--- src/rtl/seq_alu.sv ---
// seq_alu: Y86 execute-stage ALU with single-cycle add/sub/logic/shift ops,
// an iterative shift-add multiply, and a registered {ZF,SF,OF} flag set.
module seq_alu #(
    parameter int unsigned WIDTH = 64,
    parameter int unsigned SHW   = $clog2(WIDTH)
) (
    input  logic             clk,
    input  logic             rst_n,
    input  logic             in_valid,
    output logic             in_ready,
    input  logic [2:0]       select,
    input  logic [WIDTH-1:0] i_a,
    input  logic [WIDTH-1:0] i_b,
    input  logic             set_cc,
    input  logic             cancel,
    output logic [WIDTH-1:0] out,
    output logic             out_valid,
    output logic [2:0]       cc
);
    localparam logic [2:0] OP_ADD = 3'b000;
    localparam logic [2:0] OP_SUB = 3'b001;
    localparam logic [2:0] OP_AND = 3'b010;
    localparam logic [2:0] OP_XOR = 3'b011;
    localparam logic [2:0] OP_SHL = 3'b100;
    localparam logic [2:0] OP_SAR = 3'b101;
    localparam logic [2:0] OP_MUL = 3'b110;
    localparam logic [SHW-1:0] LAST_ITER = SHW'(WIDTH - 1);

    typedef enum logic {IDLE, MUL} state_t;

    state_t           state, state_next;
    logic [WIDTH-1:0] a_q, a_next, b_q, b_next;
    logic [WIDTH-1:0] acc, acc_next, out_next;
    logic [SHW-1:0]   cnt, cnt_next;
    logic [2:0]       sel_q, sel_next, cc_next;
    logic             setcc_q, setcc_next;
    logic             pend, pend_next, valid_next;
    logic [WIDTH-1:0] sum, diff, mul_sum, alu_res;
    logic [SHW-1:0]   shamt;
    logic             alu_of, accept;

    assign in_ready = (state == IDLE);
    assign accept   = in_valid & in_ready & ~cancel;
    assign sum      = a_q + b_q;
    assign diff     = a_q - b_q;
    assign shamt    = b_q[SHW-1:0];
    // a_q/b_q double as multiplicand/multiplier while in MUL
    assign mul_sum  = acc + (b_q[0] ? a_q : '0);

    // Single-cycle result from the operands captured at accept
    always_comb begin
        alu_res = '0;
        alu_of  = 1'b0;
        case (sel_q)
            OP_ADD: begin
                alu_res = sum;
                alu_of  = (a_q[WIDTH-1] == b_q[WIDTH-1]) && (sum[WIDTH-1] != a_q[WIDTH-1]);
            end
            OP_SUB: begin
                alu_res = diff;
                alu_of  = (a_q[WIDTH-1] != b_q[WIDTH-1]) && (diff[WIDTH-1] != a_q[WIDTH-1]);
            end
            OP_AND:  alu_res = a_q & b_q;
            OP_XOR:  alu_res = a_q ^ b_q;
            OP_SHL:  alu_res = a_q << shamt;
            OP_SAR:  alu_res = $signed(a_q) >>> shamt;
            default: alu_res = '0;
        endcase
    end

    // Next-state and datapath update
    always_comb begin
        state_next = state;
        a_next     = a_q;
        b_next     = b_q;
        acc_next   = acc;
        cnt_next   = cnt;
        sel_next   = sel_q;
        setcc_next = setcc_q;
        pend_next  = 1'b0;
        out_next   = out;
        valid_next = 1'b0;
        cc_next    = cc;

        if (pend) begin
            out_next   = alu_res;
            valid_next = 1'b1;
            if (setcc_q) cc_next = {alu_res == '0, alu_res[WIDTH-1], alu_of};
        end

        case (state)
            IDLE: begin
                if (accept) begin
                    a_next     = i_a;
                    b_next     = i_b;
                    sel_next   = select;
                    setcc_next = set_cc;
                    if (select == OP_MUL) begin
                        state_next = MUL;
                        acc_next   = '0;
                        cnt_next   = '0;
                    end else begin
                        pend_next = 1'b1;
                    end
                end
            end
            MUL: begin
                if (cancel) begin
                    state_next = IDLE;
                end else begin
                    acc_next = mul_sum;
                    a_next   = a_q << 1;
                    b_next   = b_q >> 1;
                    cnt_next = cnt + SHW'(1);
                    if (cnt == LAST_ITER) begin
                        state_next = IDLE;
                        out_next   = mul_sum;
                        valid_next = 1'b1;
                        if (setcc_q) cc_next = {mul_sum == '0, mul_sum[WIDTH-1], 1'b0};
                    end
                end
            end
            default: state_next = IDLE;
        endcase
    end

    always_ff @(posedge clk or negedge rst_n) begin
        if (!rst_n) begin
            state     <= IDLE;
            a_q       <= '0;
            b_q       <= '0;
            acc       <= '0;
            cnt       <= '0;
            sel_q     <= '0;
            setcc_q   <= 1'b0;
            pend      <= 1'b0;
            out       <= '0;
            out_valid <= 1'b0;
            cc        <= 3'b100;
        end else begin
            state     <= state_next;
            a_q       <= a_next;
            b_q       <= b_next;
            acc       <= acc_next;
            cnt       <= cnt_next;
            sel_q     <= sel_next;
            setcc_q   <= setcc_next;
            pend      <= pend_next;
            out       <= out_next;
            out_valid <= valid_next;
            cc        <= cc_next;
        end
    end
endmodule

--- config.mk ---
export PLATFORM = sky130hd
export DESIGN_NAME = seq_alu
export DESIGN_NICKNAME = d
export VERILOG_FILES = /design/src/rtl/seq_alu.sv
export SDC_FILE = /design/constraint.sdc
export NUM_CORES = 2
export LEC_CHECK = 0
export CAP_MARGIN = 10
export CORE_ASPECT_RATIO = 0.7
export CORE_MARGIN = 10
export CORE_UTILIZATION = 37
export DETAILED_ROUTE_END_ITERATION = 8
export PLACE_DENSITY = 0.65
export SETUP_SLACK_MARGIN = 0.15
export SYNTH_ARGS = -nofsm -noshare
export SYNTH_HDL_FRONTEND = slang
export SYNTH_SLANG_ARGS = --single-unit
--- constraint.sdc ---
create_clock -name clk -period 9.9 [get_ports clk]
set_input_delay 2.97 -clock clk [delete_from_list [all_inputs] [get_ports clk]]
set_output_delay 2.97 -clock clk [all_outputs]
set_load 0.01 [all_outputs]
==> Word-level counts from Yosys, hierarchy flattened <==
Cells that the tools add are included.
{ "totals": {"reg_bits": 272, "word_cells": 84} }
{ "op_classes": {"n_shift": 2, "mux": 39, "n_addsub": 4, "reduce_logical": 8, "n_bitwise": 6, "n_eq_ne": 14} }
{ "op_table": {"columns": ["op", "n"], "rows": [
  ["$mux W64", 12],
  ["$pmux W64 S2", 3],
  ["$pmux W64 S6", 1],
  ["$add A64 B64 Y64", 2],
  ["$logic_not A64 Y1", 2],
  ["$and A64 B64 Y64", 1],
  ["$shl A64 B6 Y64", 1],
  ["$sshr A64 B6 Y64", 1],
  ["$sub A64 B64 Y64", 1],
  ["$xor A64 B64 Y64", 1],
  ["$mux W3", 6],
  ["$mux W6", 3],
  ["$pmux W6 S2", 1],
  ["$mux W1", 11],
  ["$eq A3 B3 Y1 const B", 3],
  ["$add A6 B1 Y6 const B", 1],
  ["$eq A3 B2 Y1 const B", 2],
  ["$eq A6 B6 Y1 const B", 1],
  ["$ne A2 B1 Y1 const B", 2],
  ["$pmux W1 S2", 2],
  ["$reduce_and A2 Y1", 2],
  ["$eq A3 B1 Y1 const B", 1],
  ["$logic_not A3 Y1", 1],
  ["$ne A1 B1 Y1", 3],
  ["6 further kinds", 9]
]} }

==> Depth between registers and ports, before layout <==
{ "logic_depth": {"ltp_word": 10, "mapped_depth": 25, "ltp_nobuf": 17} }

==> Worst setup path after synthesis <==
OpenSTA, ideal clock, no wires.
{ "synth_timing": {"path_kind": "register to register", "startpoint": "register b_q[2]", "endpoint": "register cc[2]", "setup_slack_ns": 4.145, "arrival_ns": 5.675, "path_buffers": 7, "setup_ns": 0.081, "stages_incl_launch_ff": 24, "synth_period_minus_slack_ns": 5.755, "t_required_ns": 9.819, "cell_sequence": "dfrtp_1 buf_2 inv_2 buf_2 buf_2 buf_4 clkbuf_1 clkbuf_1 ha_1 clkbuf_1 nor2b_1 a211o_1 a2111oi_4 a211oi_2 nor3_2 o21ai_0 a311o_1 mux2_2 a22oi_1 or4b_1 nor4_1 nand4_1 or3_1 a32oi_1"} }
{ "synth_via": {"elab_chain_len": 9, "elab_cells_between_ends": 14, "classes_between": "add/sub: 2; shift: 2; mux: 7; bitwise: 2; reduce/logical: 1"} }
{ "synth_lines": {"columns": ["item", "line_no", "source"], "rows": [
  ["start, declared", "32", "logic [WIDTH-1:0] a_q, a_next, b_q, b_next;"],
  ["start signal, assigned", "143", "b_q <= b_next;"],
  ["$sub A64 B64 Y64 (tied with other cells)", "45", "assign diff = a_q - b_q;"],
  ["$pmux W64 S6 (*)", "54", "case (sel_q)"],
  ["$logic_not A64 Y1 (*)", "88", "if (setcc_q) cc_next = {alu_res == '0, alu_res[WIDTH-1], alu_of};"],
  ["$mux W3 (*)", "88", null],
  ["$mux W3 (*)", "85", "if (pend) begin"],
  ["$mux W3", "119", "if (setcc_q) cc_next = {mul_sum == '0, mul_sum[WIDTH-1], 1'b0};"],
  ["$mux W3", "115", "if (cnt == LAST_ITER) begin"],
  ["$mux W3", "108", "if (cancel) begin"],
  ["$mux W3 (*)", "91", "case (state)"],
  ["via cc_next[2]", "35", "logic [2:0] sel_q, sel_next, cc_next;"],
  ["end signal, assigned", "151", "cc <= cc_next;"],
  ["end, declared", "18", "output logic [2:0] cc"]
]} }
Mark *: on every way through the listed nets, which the timed path passes. The rest lies on a longest branch.
A chain may end at the register's enable or synchronous reset.

==> Worst setup path in the final report <==
Ends and elaborated chain as after synthesis.

==> results.toml <==
[power]
combPwrFrac_pct = 66.6
switchingPower_mw = 5.12
worst_ir_drop_vdd_mv = 0.168
finalPower_mw = 9.16
p_per_area_nw_per_um2 = 221
clockPowerShare_pct = 14.8
seq_power_share_pct = 18.6
power.internal_mw = 4.04
p_sw_share_pct = 55.9
p_leak_nw = 16.6

[clock_tree]
cts.htree.levels = 2
hold_buffers = 0
clkTransAtPathRegs_ns = 0.06
tritoncts = "yes"
cts-root-buf = "clkbuf_16"
cts.sinks = 272
clock_latency_ns = 0.63
post-cts-setup-buffer-count = 0
cts_buffers = 34
cts_buffer_depth = 3
cts_resized = 0

[logic_synthesis]
synth_edf_count = 0
synthFlopType = "dfrtp_1"
avgSynthCellArea_um2 = 7.59
synth_cell_types = 101
synth_cells = 4884
yosys.area.top_type = "dfrtp_1"
yosys_warnings = 0
synth_top_area_share_pct = 18.3
ys_top_cells_by_area = "dfrtp_1, mux2i_1, ha_1"
async_flop_share_pct = 100
synth-seq-cells = 272
ys_seq_area_share_pct = 18.4
syn_area_um2 = 37100
synth_nets = 5216

[layout]
area_growth_pct = 11.8
multi_input_area_um2 = 27900
mostFrequentLayoutCells = "nand2_1, o21ai_0, a21oi_1"
fill_cells = 10400
fin_nets = 5192
mostFrequentLayoutCell = "nand2_1"
final-seq-area_um2 = 6830
layout-drive-gt1-share_pct = 9.36

[critical_path]
crit_family = "simple AND/OR/NAND/NOR gates"
cp.arrival_ns = 8.45
end_kind = "flip-flop"
rr_worst_depth = 15
cpPeakStageDelay_ns = 1.12
crit_chain = "clkinv_2 -> ha_1 -> o21bai_1 -> nand3_1 -> nand2_1 -> a2111oi_0 -> a311oi_1 -> a211oi_1 -> nand3_1 -> nor4_1 -> nand4_1 -> nor4_1 -> nand4_1 -> or3_1 -> a32oi_1"
startpoint_type = "flip-flop"
crit_type = "flip-flop to flip-flop"
required_ns = 10.43
crit_buf_inv = 1
crit_cells = 15
worstPathMaxFanout = 35
slowest_stage = "a211oi_1"

[drt]
first_pass_iters = 6
drtAntennaViolNets = 0
drt_iter0_markers = 7296
num_vias = 43500
via_per_inst = 6.98
totalWireLength_mm = 228
wire_per_inst_um = 36.6
drc = 0

[floorplan]
rows = 97
chipHeight_um = 285
pin_count = 205
die-area_um2 = 114000
initial_core_util_pct = 37.2
die_x_um = 398
coreArea_um2 = 99800

[grt]
antenna_found_initial = 15
grt_pass1_wl_mm = 314
grt_usage_pct = 38.0
grt_pass1_vias = 39100
grt_max_degree = 110
gr-total-overflow = 0

[sta]
worstMarginPinSlew_ns = 1.58
slew_headroom_pct = -6.15
fin_crit_sh_pct = 80.0
fin_setup_tns_ns = 0
hold_viol_final = 0
slew_viol_final = 3
period_minus_slack_ns = 7.92
setup_ws_ns = 1.98
rsz0062_at_grt = "false"
fin_skew_ns = 0.0401
max_freq_ghz = 0.126
setup_viol = 0

[placed_design]
dp_hpwl_mm = 178
place_congestion = 1.15
post-place-ws_ns = 2.62
portBuffers = 204

[run]
maxCapViolCount = 1

[min_path]
whs_path_depth = 2
min_path_type = "flip-flop to flip-flop"

[run_status]
violations = "max-capacitance violations, max-slew violations"
outcome = "finished, violations left"
[final timing paths]
path	startpoint	end	slack, ns
hold reg to reg	acc[19]	acc[19]	0.50
hold / removal	acc[19]	acc[19]	0.50
min in group asynchronous	rst_n	acc[16]	2.41
max in group asynchronous	rst_n	pend	5.94
setup / recovery	b_q[2]	cc[2]	1.98
setup reg to reg	b_q[2]	cc[2]	1.98
[stage by stage]
| stage | utilization, % | std cells | cell area [µm²] | hold slack (ns) |
|---|---|---|---|---|
| finish | 41.6 | 6229 | 41500 | 0.498 |
| global route | 41.5 | 6222 | 41400 | 0.520 |
| CTS | 41.5 | 6221 | 41400 | 0.495 |
| detailed placement | 40.4 | 6160 | 40300 | 0.482 |
| global placement | 40.4 | 6157 | 40300 | 0.471 |
| floorplan | - | 4884 | 37100 | 0.456 |
[worst min-delay path, stage by stage (launching register included)]
cell and delay [ns]:
dfrtp_1 0.35, nand2_1 0.05, o21ai_0 0.06
[area by class of cell]
cell class / instances / area share [%]
Multi-Input combinational cell: 4023 / 67.3
Sequential cell: 272 / 16.5
Timing Repair Buffer: 356 / 7.83
Tap cell: 1336 / 4.03
Clock buffer: 47 / 2.22
Inverter: 173 / 1.58
Clock inverter: 14 / 0.528
Antenna cell: 8 / 0.0483
[registers in the layout, summed over array words and instances, names as in the netlist, 3 cells and up]
signal	cells
acc	64
a_q	64
sel_q	3
cnt	6
out	64
cc	3
b_q	64
[logic make-up after synthesis]
group | after synthesis | synth area share, %
compound gates | 1652 | 29.1
fa+ha+maj | 196 | 6.67
simple gates | 1585 | 20.3
xor+xnor | 93 | 2.20
mux | 497 | 16.7
flops | 272 | 18.4
buf+inv | 589 | 6.65
[power by group through the flow]
stage	Combinational, mW	Clock (mW)	Sequential [mW]
floorplan	3.33	0	1.56
global placement	5.73	0	1.71
detailed placement	5.70	0	1.71
CTS	5.73	1.38	1.69
global route	6.21	1.42	1.72
finish	6.10	1.36	1.70
[routing by layer]
layer,wire [µm],vias up,GRT usage (%)
li1,-,18200,-
met3,30400,663,12.6
met5,184,-,0.680
met2,84800,3434,49.6
met1,96000,21100,53.4
met4,16600,14,21.5
[cells in the mapped netlist, types with 14 or more instances]
library cell and count:
o31a_1 15, nor2b_1 43, mux2_2 75, and3_1 32, o21bai_1 40, o221ai_1 39, o2111ai_1 19, a221oi_1 29
a31oi_1 49, xnor2_1 62, o31ai_1 52, nand4_1 71, a21oi_1 366, nor4_1 55, a2111oi_0 17, a22o_1 18
mux2i_1 331, clkbuf_1 284, dfrtp_1 271, o211ai_1 87, ha_1 193, a21boi_0 14, or2_2 25, o22ai_1 95
a22oi_1 29, nor2_1 361, xor2_1 31, mux4_2 78, and2_1 90, nand2_1 584, nand2b_1 37, buf_4 20
a21o_1 74, nand3_1 94, a211o_1 24, nor3_1 77, a221o_1 16, buf_2 50, inv_1 161, a211oi_1 67
o21ai_0 433, or3_1 30, o21a_1 30, o311ai_0 14, buf_1 48
Power figures use the tool's default switching activity.
